## src/rtl/inst_mem_loader_if.sv

```systemverilog
// Byte-stream and instruction-memory write bundle for inst_mem_loader.
// master = boot source / testbench side, slave = the loader itself.
interface inst_mem_loader_if #(
    parameter int unsigned ADDR_W = 32
);
    logic              i_start;
    logic [7:0]        i_rx_data;
    logic              i_rx_valid;
    logic              o_rx_ready;
    logic              o_we;
    logic [ADDR_W-1:0] o_waddr;
    logic [31:0]       o_wdata;
    logic              o_busy;
    logic              o_done;
    logic              o_err;
    logic              o_cpu_rst_n;

    modport master (
        output i_start, i_rx_data, i_rx_valid,
        input  o_rx_ready, o_we, o_waddr, o_wdata, o_busy, o_done, o_err, o_cpu_rst_n
    );

    modport slave (
        input  i_start, i_rx_data, i_rx_valid,
        output o_rx_ready, o_we, o_waddr, o_wdata, o_busy, o_done, o_err, o_cpu_rst_n
    );
endinterface

```

## src/rtl/inst_mem_loader.sv

```systemverilog
// Boot loader: header (16-bit word count) + little-endian words -> instruction memory.
// Optional trailing 8-bit checksum of data bytes when INST_LOADER_CHKSUM_EN is defined.
module inst_mem_loader #(
    parameter int unsigned          ADDR_W    = 32,
    parameter logic [ADDR_W-1:0]    BASE_ADDR = '0,
    parameter int unsigned          MAX_WORDS = 1024
) (
    input  logic               i_clk,
    input  logic               i_rst_n,
    inst_mem_loader_if.slave   bus
);

    typedef enum logic [2:0] {
        S_IDLE,
        S_HDR0,
        S_HDR1,
        S_DATA,
        S_WRITE,
        S_DONE
`ifdef INST_LOADER_CHKSUM_EN
        , S_CHK
`endif
    } state_e;

`ifdef INST_LOADER_CHKSUM_EN
    localparam state_e S_TAIL = S_CHK;
`else
    localparam state_e S_TAIL = S_DONE;
`endif

    state_e            state_q, state_d;
    logic              err_q, err_d;
    logic              rdy_q;
    logic              we_q;
    logic              busy_q;
    logic              done_q;
    logic              cpu_rst_n_q;
    logic [ADDR_W-1:0] waddr_q;
    logic [31:0]       wdata_q;
    logic [15:0]       cnt_q;
    logic [15:0]       idx_q;
    logic [1:0]        lane_q;
    logic [23:0]       sh_q;
`ifdef INST_LOADER_CHKSUM_EN
    logic [7:0]        sum_q;
`endif

    logic        consume;
    logic [15:0] count_full;
    logic        last_word;
    logic        rdy_d;

    assign consume    = bus.i_rx_valid && rdy_q;
    assign count_full = {bus.i_rx_data, cnt_q[7:0]};
    assign last_word  = ((17'(idx_q) + 17'd1) == 17'(cnt_q));

    // Next state and sticky error
    always_comb begin
        state_d = state_q;
        err_d   = err_q;
        case (state_q)
            S_IDLE, S_DONE: begin
                if (bus.i_start) begin
                    state_d = S_HDR0;
                    err_d   = 1'b0;
                end
            end
            S_HDR0: if (consume) state_d = S_HDR1;
            S_HDR1: begin
                if (consume) begin
                    if (count_full == 16'd0) begin
                        state_d = S_TAIL;
                    end else if (32'(count_full) > MAX_WORDS) begin
                        state_d = S_DONE;
                        err_d   = 1'b1;
                    end else begin
                        state_d = S_DATA;
                    end
                end
            end
            S_DATA:  if (consume && lane_q == 2'd3) state_d = S_WRITE;
            S_WRITE: state_d = last_word ? S_TAIL : S_DATA;
`ifdef INST_LOADER_CHKSUM_EN
            S_CHK: begin
                if (consume) begin
                    if (bus.i_rx_data != sum_q) err_d = 1'b1;
                    state_d = S_DONE;
                end
            end
`endif
            default: state_d = S_IDLE;
        endcase
    end

    always_comb begin
        rdy_d = (state_d == S_HDR0) || (state_d == S_HDR1) || (state_d == S_DATA);
`ifdef INST_LOADER_CHKSUM_EN
        rdy_d = rdy_d || (state_d == S_CHK);
`endif
    end

    // State, registered outputs and word assembly
    always_ff @(posedge i_clk or negedge i_rst_n) begin
        if (!i_rst_n) begin
            state_q     <= S_IDLE;
            err_q       <= 1'b0;
            rdy_q       <= 1'b0;
            we_q        <= 1'b0;
            busy_q      <= 1'b0;
            done_q      <= 1'b0;
            cpu_rst_n_q <= 1'b0;
            waddr_q     <= BASE_ADDR;
            wdata_q     <= 32'd0;
            cnt_q       <= 16'd0;
            idx_q       <= 16'd0;
            lane_q      <= 2'd0;
            sh_q        <= 24'd0;
`ifdef INST_LOADER_CHKSUM_EN
            sum_q       <= 8'd0;
`endif
        end else begin
            state_q     <= state_d;
            err_q       <= err_d;
            rdy_q       <= rdy_d;
            we_q        <= (state_d == S_WRITE);
            busy_q      <= !((state_d == S_IDLE) || (state_d == S_DONE));
            done_q      <= (state_d == S_DONE);
            cpu_rst_n_q <= (state_d == S_DONE) && !err_d;

            case (state_q)
                S_HDR0: if (consume) cnt_q[7:0] <= bus.i_rx_data;
                S_HDR1: begin
                    if (consume) begin
                        cnt_q[15:8] <= bus.i_rx_data;
                        idx_q       <= 16'd0;
                        lane_q      <= 2'd0;
`ifdef INST_LOADER_CHKSUM_EN
                        sum_q       <= 8'd0;
`endif
                    end
                end
                S_DATA: begin
                    if (consume) begin
                        lane_q <= lane_q + 2'd1;
`ifdef INST_LOADER_CHKSUM_EN
                        sum_q  <= sum_q + bus.i_rx_data;
`endif
                        case (lane_q)
                            2'd0:    sh_q[7:0]   <= bus.i_rx_data;
                            2'd1:    sh_q[15:8]  <= bus.i_rx_data;
                            2'd2:    sh_q[23:16] <= bus.i_rx_data;
                            default: begin
                                // Lane 3 goes straight into the write word
                                wdata_q <= {bus.i_rx_data, sh_q};
                                waddr_q <= BASE_ADDR + ADDR_W'({idx_q, 2'b00});
                            end
                        endcase
                    end
                end
                S_WRITE: idx_q <= idx_q + 16'd1;
                default: ;
            endcase
        end
    end

    assign bus.o_rx_ready  = rdy_q;
    assign bus.o_we        = we_q;
    assign bus.o_waddr     = waddr_q;
    assign bus.o_wdata     = wdata_q;
    assign bus.o_busy      = busy_q;
    assign bus.o_done      = done_q;
    assign bus.o_err       = err_q;
    assign bus.o_cpu_rst_n = cpu_rst_n_q;

endmodule

```

## src/flat_wrapper.sv

```systemverilog
// flat-port wrapper written by rule: the top's interface ports become plain ports
module inst_mem_loader_flat 
#(
    parameter int unsigned          ADDR_W    = 32,
    parameter logic [ADDR_W-1:0]    BASE_ADDR = '0,
    parameter int unsigned          MAX_WORDS = 1024
)
  (i_clk, i_rst_n, bus_i_start, bus_i_rx_data, bus_i_rx_valid, bus_o_rx_ready, bus_o_we, bus_o_waddr, bus_o_wdata, bus_o_busy, bus_o_done, bus_o_err, bus_o_cpu_rst_n);
  inst_mem_loader_if #(.ADDR_W(ADDR_W)) bus_i ();
  input  logic i_clk;
  input  logic i_rst_n;
  input wire logic [$bits(bus_i.i_start)-1:0] bus_i_start;
  input wire logic [$bits(bus_i.i_rx_data)-1:0] bus_i_rx_data;
  input wire logic [$bits(bus_i.i_rx_valid)-1:0] bus_i_rx_valid;
  output wire logic [$bits(bus_i.o_rx_ready)-1:0] bus_o_rx_ready;
  output wire logic [$bits(bus_i.o_we)-1:0] bus_o_we;
  output wire logic [$bits(bus_i.o_waddr)-1:0] bus_o_waddr;
  output wire logic [$bits(bus_i.o_wdata)-1:0] bus_o_wdata;
  output wire logic [$bits(bus_i.o_busy)-1:0] bus_o_busy;
  output wire logic [$bits(bus_i.o_done)-1:0] bus_o_done;
  output wire logic [$bits(bus_i.o_err)-1:0] bus_o_err;
  output wire logic [$bits(bus_i.o_cpu_rst_n)-1:0] bus_o_cpu_rst_n;
  assign bus_i.i_start = bus_i_start;
  assign bus_i.i_rx_data = bus_i_rx_data;
  assign bus_i.i_rx_valid = bus_i_rx_valid;
  assign bus_o_rx_ready = bus_i.o_rx_ready;
  assign bus_o_we = bus_i.o_we;
  assign bus_o_waddr = bus_i.o_waddr;
  assign bus_o_wdata = bus_i.o_wdata;
  assign bus_o_busy = bus_i.o_busy;
  assign bus_o_done = bus_i.o_done;
  assign bus_o_err = bus_i.o_err;
  assign bus_o_cpu_rst_n = bus_i.o_cpu_rst_n;
  inst_mem_loader #(.ADDR_W(ADDR_W), .BASE_ADDR(BASE_ADDR), .MAX_WORDS(MAX_WORDS)) u_core (.i_clk(i_clk), .i_rst_n(i_rst_n), .bus(bus_i));
endmodule
```

## config.mk

```make
export PLATFORM = sky130hd
export DESIGN_NAME = inst_mem_loader_flat
export DESIGN_NICKNAME = d
export VERILOG_FILES = /design/src/rtl/inst_mem_loader_if.sv /design/src/rtl/inst_mem_loader.sv /design/src/flat_wrapper.sv
export SDC_FILE = /design/constraint.sdc
export NUM_CORES = 1
export LEC_CHECK = 0
export CORE_ASPECT_RATIO = 1.2
export CORE_MARGIN = 1
export CORE_UTILIZATION = 49
export DETAILED_ROUTE_END_ITERATION = 10
export GPL_TIMING_DRIVEN = 0
export MAX_ROUTING_LAYER = met4
export PLACE_DENSITY = 0.87
export SLEW_MARGIN = 20
export SYNTH_ARGS = -nofsm -noshare
export SYNTH_HDL_FRONTEND = slang
export SYNTH_SLANG_ARGS = --single-unit
export TNS_END_PERCENT = 30
```

## constraint.sdc

```tcl
create_clock -name i_clk -period 2.5 [get_ports i_clk]
set_clock_uncertainty 0.1 [all_clocks]
set_input_delay 0.75 -clock i_clk [delete_from_list [all_inputs] [get_ports i_clk]]
set_output_delay 0.75 -clock i_clk [all_outputs]
set_load 0.01 [all_outputs]
```

Yosys cells after proc, flatten, opt, wreduce, memory -nomap -nowiden. Cells that the tools add are included.

$add $sub $neg: 3. $mul: 0. Div/mod/pow operators: 0. Magnitude comparators: 1. Eq/ne operators: 16. Shift operators: 0. Multiplexer cells: 18. Bitwise logic cells: 1. Reduce and logical (&&, ||, !) cells: 24.

Operator list (number): $pmux W16 S2 (1); $mux W3 (7); $add A16 B1 Y17 const B (1); $eq A17 B16 Y1 (1); $add A16 B1 Y16 const B (1); $gt A16 B11 Y1 const B (1); $logic_not A16 Y1 (1); $mux W16 (1); $pmux W3 S5 (1); $reduce_and A3 Y1 (5); $eq A3 B2 Y1 const B (4); $eq A3 B3 Y1 const B (4); $eq A3 B1 Y1 const B (2); $logic_not A3 Y1 (2); $reduce_and A2 Y1 (3); $eq A2 B2 Y1 const B (2); $mux W1 (4); $mux W2 (2); $ne A2 B1 Y1 const B (2); $pmux W2 S2 (1); $reduce_bool A2 Y1 (2); $logic_and A1 B1 Y1 (3); $logic_or A1 B1 Y1 (3); $reduce_or A3 Y1 (1); other kinds (7) (8).

Register bits: 115. Bits in latches: 0. RAM bits: 0. Bits in read-only memories: 0. Output and inout port bits: 70. Memories: 0.

Logic depth before layout (Yosys ltp). Gate-level depths: netlist of run 1.

Depth in word-level cells: 8. Depth in mapped cells: 9.

Least setup slack after synthesis of run 1. Ideal clock, no wire load.

Path kind: register to register. From: register u_core.idx_q[0]. To: register u_core.rdy_q (netlist: u_core.bus.o_rx_ready). Library setup time: 0.137 ns. Data arrival time: 2.093 ns. Data required time: 2.263 ns. Setup slack: 0.170 ns. Stages on the path, launching flop included: 9. Path through: dfrtp_1 -> ha_1 -> nand3_1 -> nor3_1 -> mux2_2 -> a31oi_1 -> o2111ai_2 -> o21ai_2 -> nor3_1.

Cells in the longest elaborated chain, start to end: 7.

Ends and longest elaborated chain: from (decl) (line inst_mem_loader.sv:41) `logic [15:0] idx_q;`; from (signal assigned) (line inst_mem_loader.sv:160) `S_WRITE: idx_q <= idx_q + 16'd1;`; $add A16 B1 Y17 * (line inst_mem_loader.sv:55) `assign last_word = ((17'(idx_q) + 17'd1) == 17'(cnt_q));`; $eq A17 B16 Y1 * (line inst_mem_loader.sv:55); $mux W3 * (line inst_mem_loader.sv:82) `S_WRITE: state_d = last_word ? S_TAIL : S_DATA;`; $pmux W3 S5 * (line inst_mem_loader.sv:61) `case (state_q)`; $eq A3 B1 Y1 / $eq A3 B2 Y1 (equally long branches) (line inst_mem_loader.sv:96) `rdy_d = (state_d == S_HDR0) || (state_d == S_HDR1) || (state_d == S_DATA);`; $logic_or A1 B1 Y1 (line inst_mem_loader.sv:96); $logic_or A1 B1 Y1 * (line inst_mem_loader.sv:96); via u_core.rdy_d (line inst_mem_loader.sv:51) `logic rdy_d;`; to (signal assigned) (line inst_mem_loader.sv:124) `rdy_q <= rdy_d;`; to (decl) (line inst_mem_loader.sv:33) `logic rdy_q;`.

The timed path passes the listed nets; every way through them passes the cells marked *. A chain may end at the register's enable or synchronous reset.

Worst setup path in the final report of run 1.
From: input port bus_i_rx_valid. To: register u_core.idx_q[3].

Cells in the longest elaborated chain, start to end: 3.

Ends and longest elaborated chain: from (decl) (line flat_wrapper.sv:14) `input wire logic [$bits(bus_i.i_rx_valid)-1:0] bus_i_rx_valid;`; $logic_and A1 B1 Y1 (line inst_mem_loader.sv:53) `assign consume = bus.i_rx_valid && rdy_q;`; $ne A2 B1 Y1 (no line); $reduce_and A2 Y1 (no line).

No other way between the ends.

==> results, run 1 <==
- Yosys mapped a number of flops with a built-in enable equal to 0.
- Using the TritonRoute via totals, the vias-per-cell ratio works out to 5.585.
- STA classifies the critical path endpoint as a register.
- The maximum fanout along the worst path is 10.
- The buffer depth of the longest clock path is 2.
- The footprint of the flip-flops and latches is 2882 um^2.
- The average wire length per cell after detail routing is 18.64 um.
- The library cells used most frequently in the layout, excluding fill and tap cells, are sky130_fd_sc_hd__dfrtp_1 (112), sky130_fd_sc_hd__mux2_2 (77), sky130_fd_sc_hd__clkdlybuf4s50_1 (59).
- The finished cells cover 6977 um^2.
- The sequential share of the synthesized area is 0.5356.
- CTS placed an instance of sky130_fd_sc_hd__clkbuf_16 at the clock tree root.
- The detail route stage leaves a number of antenna-violating nets equal to 0.
- The required time reported for the critical path endpoint is 2.67 ns.
- STA classifies the critical path startpoint as a primary input.
- The register-to-register setup slack is 0.09 ns.
- The die outline height is 116.7 um.
- The remaining global-route overflow is 0.
- The arrival time of data at the critical path endpoint is 2.59 ns.
- TritonCTS created 17 clock buffers.
- The smallest setup slack after layout is 0.08460 ns.
- In this run the critical register-to-register path is launched from u_core.idx_q[3]$_DFFE_PN0P_.
- For the worst flop-to-flop path, the logic depth is 7.
- The die area is 11390 um^2.
- The share of synthesized area in the top cell type comes to 0.5356.
- The power density over the cells is 1059 nW/um^2.
- The number of synthesis warnings is 0.
- Setup violations remaining at the end of the flow were counted as 0.
- Across every metal layer, demand over resource in global routing totals 0.2419.
- The placed instances occupy a cell area of 6252 um^2.
- The die is 97.59 um wide.
- From synthesis to final layout, the design area changed by 29.86%.
- The worst-case IR drop observed on VDD is 0.7823 mV.
- The max-slew violation count is 0.
- The count of endpoints failing hold in the final timing report was 0.
- Once detailed placement completed, the half-perimeter wirelength came to 8248 um.
- The number of placement rows is 41.
- The post-layout instance count excluding filler cells is 698.
- After the last flow step, the layout net total stands at 573.
- The share of synthesized registers carrying an async set or reset is 1.000.
- The first detailed-routing pass ran for 5 iterations.
- The number of global-route vias before repair is 3792.
- Across the run, the number of max-cap violations was 0.
- The pre-CTS setup slack is -0.7778 ns.
- After layout, the design draws a total of 7.385 mW.
- After clock tree synthesis, the clock-pin slew on the worst setup and hold paths is 0.05 ns.
- The maximum number of pins on one net before global-route repair is 73.
- The effective utilization at floorplan is 0.5084.
- The share of the clock period used by the worst path is 0.9662.
- TritonCTS built the clock tree.
- The standard cell core area is 10570 um^2.
- Summed over all layers, the routed wires come to 13010 um.
- The synthesized design spends more area on one cell type than any other, namely sky130_fd_sc_hd__dfrtp_1.
- The violation count after the first detailed-routing iteration is 252.
- Summed over all cells, the static leakage comes to 3.243 nW.
- Clock latency on the worst-skew pair, taken at its later pin, is 0.41 ns.
- In the final layout, the share of cells above drive strength 1 is 0.2953.
- Leaving out fill and tap cells, the most frequent cell in the layout is sky130_fd_sc_hd__dfrtp_1.
- The critical path endpoint is u_core.idx_q[3]$_DFFE_PN0P_.
- The worst setup path is of the in -> reg kind.
- The post-placement cell count is 664.
- The max-slew headroom at the worst pin is 0.5630.
- In this run the critical register-to-register path is captured at u_core.bus.o_rx_ready$_DFF_PN0_.
- After detailed routing, the number of remaining DRC violations is 0.
- The synthesized instance count is 455.
- The maximum operating frequency is 414.0 MHz.
- The netlist uses 47 different library cells.
- The initial antenna violation count was 0.
- The prevailing post-synth register cell is sky130_fd_sc_hd__dfrtp_1.
- The launching element of the worst setup path is bus_i_rx_valid.
- The total number of vias is 3898.
- The number of H-tree levels is 4.
- The clock sink count is 115.
- By area the synthesized netlist is led by sky130_fd_sc_hd__dfrtp_1 (54%), sky130_fd_sc_hd__mux2_2 (16%), sky130_fd_sc_hd__o21ai_0 (3.3%).
- The area occupied by multi-input gates is 2370 um^2.
- During placement, the flow inserted port buffers numbering 64.
- The mapped netlist covers 5373 um^2.
- The run finished with clean final reports.
- Fill cells in the final layout number 780.
- For the final routed database, the setup TNS stands at 0 ns.
- The number of antenna diodes in the final layout is 0.
- The number of hold buffers added after CTS was 0.
- The congestion estimate from routability-driven global placement came to 0.9138.
- The class of the tightest hold or removal check is in -> async.
- The number of synthesized register bits is 115.
- The routed design could run at a clock period as short as 2.415 ns.
- For the pin with the worst max-slew slack, the measured transition is 0.6555 ns.
- The average size of a mapped cell is 11.81 um^2.
- In this run the count of I/O pins placed on the die edge is 82.
- The first global-routing pass estimated 20130 um of wire.
==> area by class of cell <==
type,count,share of cell area
Timing Repair Buffer,70,0.1006
Buffer,40,0.03605
Inverter,10,0.005380
Sequential cell,115,0.4130
Clock inverter,9,0.01506
Clock buffer,23,0.06707
Multi-Input combinational cell,302,0.3397
Tap cell,129,0.02313
==> kinds of logic (layout without fill, tap and decap cells) <==
logic type,count (synthesis),after routing,synth area share
simple gates,107,107,0.1055
mux,86,86,0.1803
xor+xnor,21,21,0.03423
compound gates,67,67,0.08151
fa+ha+maj,5,5,0.01164
other cells,1,16,0.0006980
flops,115,115,0.5356
buf+inv,53,152,0.05054
==> metal layers <==
layer	GRT usage	routed length (um)	up-vias	share of wire
li1	-	-	1786	-
met1	0.2698	5181	1921	0.40
met2	0.4219	6812	166	0.52
met3	0.05147	754	25	0.058
met4	0.1059	264	0	0.020
met5	-	0	-	0
==> report_power, final <==
| group | switching, mW | leakage, nW | internal (mW) |
|---|---|---|---|
| sequential | 0.444 | 1.49 | 2.47 |
| combinational | 0.957 | 1.48 | 1.17 |
| clock | 0.835 | 0.269 | 1.51 |
==> what timing repair did <==
item | CTS | global route
setup buffers | 0 | 5
endpoints found under the setup margin | 75 | 45
gates resized for setup | 21 | 27
pin swaps | 2 | 11
==> sequential cells by signal, summed over array words and instances (netlist names), 2 cells and up <==
| signal | count |
|---|---|
| u_core.cnt_q | 16 |
| u_core.state_q | 3 |
| u_core.idx_q | 16 |
| u_core.bus.o_wdata | 32 |
| u_core.lane_q | 2 |
| u_core.bus.o_waddr | 16 |
| u_core.sh_q | 24 |
==> cells in the mapped netlist, drive strengths merged, types with 5 or more instances <==
master and n:
ha 5, a21oi 6, a211oi 5, o31ai 5, and3 5, and2 7, nand2 27, buf 28
nor4 5, inv 10, nand3 12, a31oi 5, nand4 6, xnor2 9, dfrtp 115, o21ai 36
nor2 24, clkbuf 15, mux2 86, nor3 8, xor2 12
==> metrics by stage <==
step	hold slack (ns)	utilization
2_1_floorplan	0.3522	-
3_3_place_gp	0.3619	0.5896
3_5_place_dp	0.3759	0.5916
4_1_cts	0.2780	0.6517
5_1_grt	0.3160	0.6602
6_report	0.2558	0.6602
==> critical path, stage by stage <==
cell and delay (ns):
sky130_fd_sc_hd__clkdlybuf4s50_1 0.47, sky130_fd_sc_hd__nand2_1 0.12, sky130_fd_sc_hd__or3_4 0.41, sky130_fd_sc_hd__nor2_4 0.20, sky130_fd_sc_hd__nor2_1 0.14, sky130_fd_sc_hd__clkbuf_4 0.23
sky130_fd_sc_hd__o21ai_0 0.18, sky130_fd_sc_hd__o31ai_1 0.09
==> worst min path at each step <==
stage                                       start                                 end  slack, ns  cells after the start
4_1_cts                                   i_rst_n  u_core.bus.o_wdata[26]$_DFFE_PN0P_       0.28                      1
2_1_floorplan                             i_rst_n         u_core.bus.o_busy$_DFF_PN0_       0.35                      0
3_5_place_dp   u_core.bus.o_waddr[15]$_DFFE_PN0P_  u_core.bus.o_waddr[15]$_DFFE_PN0P_       0.38                      2
6_report                                  i_rst_n  u_core.bus.o_wdata[26]$_DFFE_PN0P_       0.26                      1
3_3_place_gp           u_core.sh_q[0]$_DFFE_PN0P_   u_core.bus.o_wdata[0]$_DFFE_PN0P_       0.36                      1
5_1_grt                                   i_rst_n  u_core.bus.o_wdata[26]$_DFFE_PN0P_       0.32                      1
Power figures use the tool's default switching activity.
==> run 2: changes to the inputs <==
Settings changed: CORE_MARGIN 1 to 5.
==> run 2 against run 1 <==
  * Clock-buffer cell count down 3
  * Die area up 16%
  * Largest power group unchanged
  * Worst setup slack worse by 0.033 ns
  * Via count about the same
  * Final cell count up 0.14%
  * Fmax down 1.3%
  * Largest cell class unchanged
  * Critical path depth unchanged
  * Sequential power about the same
  * Sequential share of layout area up 0.36 points
  * First-iteration DRC count up 31%
  * Power down 1.5%
  * Combinational power about the same
==> results, run 2 (synthesis gave the netlist of run 1 again) <==
- The run finished with clean final reports.
- The area growth from synthesis to layout is 28.69%.
- The arrival time of data at the critical path endpoint is 2.69 ns.
- The most common cell after layout, fill and taps aside is sky130_fd_sc_hd__dfrtp_1.
- In the detailed route, the total length drawn on met3 is 739 um.
- The worst stage delay on the critical path is 0.44 ns.
- The startpoint type of the worst setup path is a register.
- Before CTS, the worst setup slack after placement is -0.6973 ns.
- In this run the worst path has a maximum fanout of 7.
- The first global-routing pass estimated 20760 um of wire.
- TritonCTS built the clock tree.
- In this run the count of I/O pins placed on the die edge is 82.
- The worst hold path belongs to the class in -> async.
- The critical path is of the reg -> reg type.
- The die is 105.6 um wide.
- The max-slew headroom at the worst pin is 0.6365.
- The diode insertion count for antenna repair is 0.
- For this run, design rule violations remaining after detail routing come to 0.
- Traced cell by cell, the critical path runs through ha_4, nand3_2, nor3_4, mux2_2, a31oi_1, o2111ai_2, o21ai_4, nand2b_1.
- The number of filler cells placed in the layout is 802.
- Global routing finished with a remaining overflow of 0.
- The initial utilization of the core area, before any placement, comes to 0.4939.
- The later pin in the worst-skew pair is clocked with a latency of 0.41 ns.
- The overall routing resource usage is 0.2062.
- The number of global-route vias before repair was 4045.
- The highest layer touched by signal routing is met4.
- The number of H-tree levels is 4.
- For this design, the CTS-stage hold fixing added 0 buffers.
- Clock-pin slew was measured on the worst setup and hold paths at 0.06 ns.
- The maximum operating frequency is 408.5 MHz.
- The core region is 10880 um^2.
- The buffer depth of the longest clock path is 2.
- The die is 124.7 um tall.
- The number of failing setup endpoints in the final timing report is 0.
- For this design the ratio of total power to cell area is 1052 nW/um^2.
- Counting tap cells, the placed design contains a total of 667 instances.
- Dividing the detail-routed via count by the number of cells gives 5.581.
- The maximum number of pins on one net before global-route repair is 74.
- The net switching share of the total power is 0.3104.
- The wire-length estimate of the detail-placed layout is 8838 um.
- The top cell types in the final layout, fill and taps aside, are sky130_fd_sc_hd__dfrtp_1 (113), sky130_fd_sc_hd__mux2_2 (77), sky130_fd_sc_hd__clkdlybuf4s50_1 (59).
- The share of total power dissipated in combinational logic is 0.293.
- The smallest setup slack after layout is 0.05203 ns.
- The count of endpoints failing hold in the final timing report is 0.
- The internal power of the cells is 5.018 mW.
- The overall power of the completed layout is 7.277 mW.
- The total number of vias is 3901.
- The share of the clock period used by the worst path is 0.9792.
- The post-route antenna net violation count is 0.
- The floorplan step defined a die boundary enclosing 13170 um^2.
- The register-to-register setup slack is 0.05 ns.
- In the final layout, the share of cells above drive strength 1 is 0.2945.
- The share of total power dissipated in the clock network is 0.311.
- The number of max-cap violations is 0.
- The max-slew violation count is 0.
- After floorplanning, the core was divided into 42 placement rows.
- The launching element of the worst setup path is u_core.idx_q[0]$_DFFE_PN0P_.
- Dividing the detail-routed wire length by the instance count gives 18.33 um.
- Counting cells, the worst reg-to-reg path comes to 8.
- For the pin with the worst max-slew slack, the measured transition is 0.5453 ns.
- The routed design could run at a clock period as short as 2.448 ns.
- The largest vdd supply drop is 0.7533 mV.
- The register with the most flip-flops in the layout has 32 of them.
- The finished layout holds 699 standard cells, fillers aside.
- The number of buffers added by the clock tree synthesis step is 17.
- The reported leakage power is 3.183 nW.
- In this run the critical register-to-register path is launched from u_core.idx_q[0]$_DFFE_PN0P_.
- The detailed-routing iteration count for the pre-antenna-repair pass is 5.
- The slowest stage of the critical path belongs to the cell sky130_fd_sc_hd__dfrtp_2.
- The required time reported for the critical path endpoint is 2.74 ns.
- The final layout contains 571 nets.
- The switching power of the nets is 2.259 mW.
- The critical path endpoint category is a register.
- The total detailed-routing wirelength is 12820 um.
- In this run the clock root is driven by a sky130_fd_sc_hd__clkbuf_16.
- The endpoint identified for the worst register-to-register timing path is u_core.state_q[2]$_DFF_PN0_.
- The initial antenna violation count is 0.
- In this run the tool buffered the top-level ports with 64 buffer cells.
- The met2 wirelength from detailed routing is 6589 um.
- The violation count after the first detailed-routing iteration is 331.
- Setup repair after global routing could not meet its margin everywhere.
- The clock drives 115 sinks.
- The last weighted congestion value of the routability-driven placer is 0.8564.
- The sequential power share is 0.397.
- The met1 layer wirelength in the final routing is 5221 um.
==> run 2: metal layers <==
metal  track usage  vias up
li1              -     1791
met1        0.2410     1925
met2        0.3438      158
met3       0.05443       27
met4       0.07241        0
met5             -        -
==> run 2: critical path: cells and delay by family (launching register included) <==
family / cells / cell delay (ns)
simple gates: 3 / 0.57
fa+ha+maj: 1 / 0.19
flops: 1 / 0.44
compound gates: 3 / 0.70
mux: 1 / 0.35
==> run 2: how the worst max path moves through the flow <==
| stage | depth (start not counted) | slack [ns] | endpoint |
|---|---|---|---|
| global route | 7 | -0.0008 | u_core.bus.o_wdata[30]$_DFFE_PN0P_ |
| finish | 8 | 0.05 | u_core.state_q[2]$_DFF_PN0_ |
| CTS | 8 | -0.01 | u_core.state_q[2]$_DFF_PN0_ |
| detailed placement | 6 | -0.70 | u_core.cnt_q[12]$_DFFE_PN0P_ |
| global placement | 1 | -3.58 | u_core.bus.o_waddr[15]$_DFFE_PN0P_ |
| floorplan | 8 | 0.17 | u_core.bus.o_rx_ready$_DFF_PN0_ |
==> run 2: layout make-up <==
type	instances	area, um^2	share of cell area
multi-input cells	302	2346	0.3393
well taps	132	165.2	0.02389
repair buffers	67	683.2	0.09881
inverters	10	37.54	0.005429
clock inverters	12	108.9	0.01574
flip-flops and latches	115	2880	0.4166
clock buffers	20	446.7	0.06460
plain buffers	41	246.5	0.03565
==> run 2: per-stage QoR <==
step / cell area [um^2] / util / hold slack [ns] / setup TNS [ns]
final: 6914 / 0.6356 / 0.1434 / 0
after global routing: 6914 / 0.6356 / 0.1703 / -0.0008487
after CTS: 6869 / 0.6315 / 0.1592 / -0.01089
after detailed placement: 6264 / 0.5758 / 0.3821 / -54.62
after global placement: 6235 / 0.5732 / 0.3629 / -459.94
after floorplan: 5429 / - / 0.3522 / 0
==> run 2: what timing repair did <==
| item | 4_1_cts | 5_1_grt |
|---|---|---|
| gates resized for setup | 19 | 17 |
| buffers inserted | 0 | 2 |
| pin swaps | 3 | 6 |
| endpoints found under the hold margin | 0 | 0 |
| endpoints found under the setup margin | 75 | 73 |
==> run 2: power groups by stage <==
stage                     logic [mW]  clock network, mW  registers (mW)
after detailed placement        2.05                  0            2.90
after global placement          1.96                  0            2.84
after global routing            2.31               2.38            2.96
final                           2.13               2.26            2.89
after floorplan                 1.16                  0            2.88
after CTS                       2.11               2.29            2.88
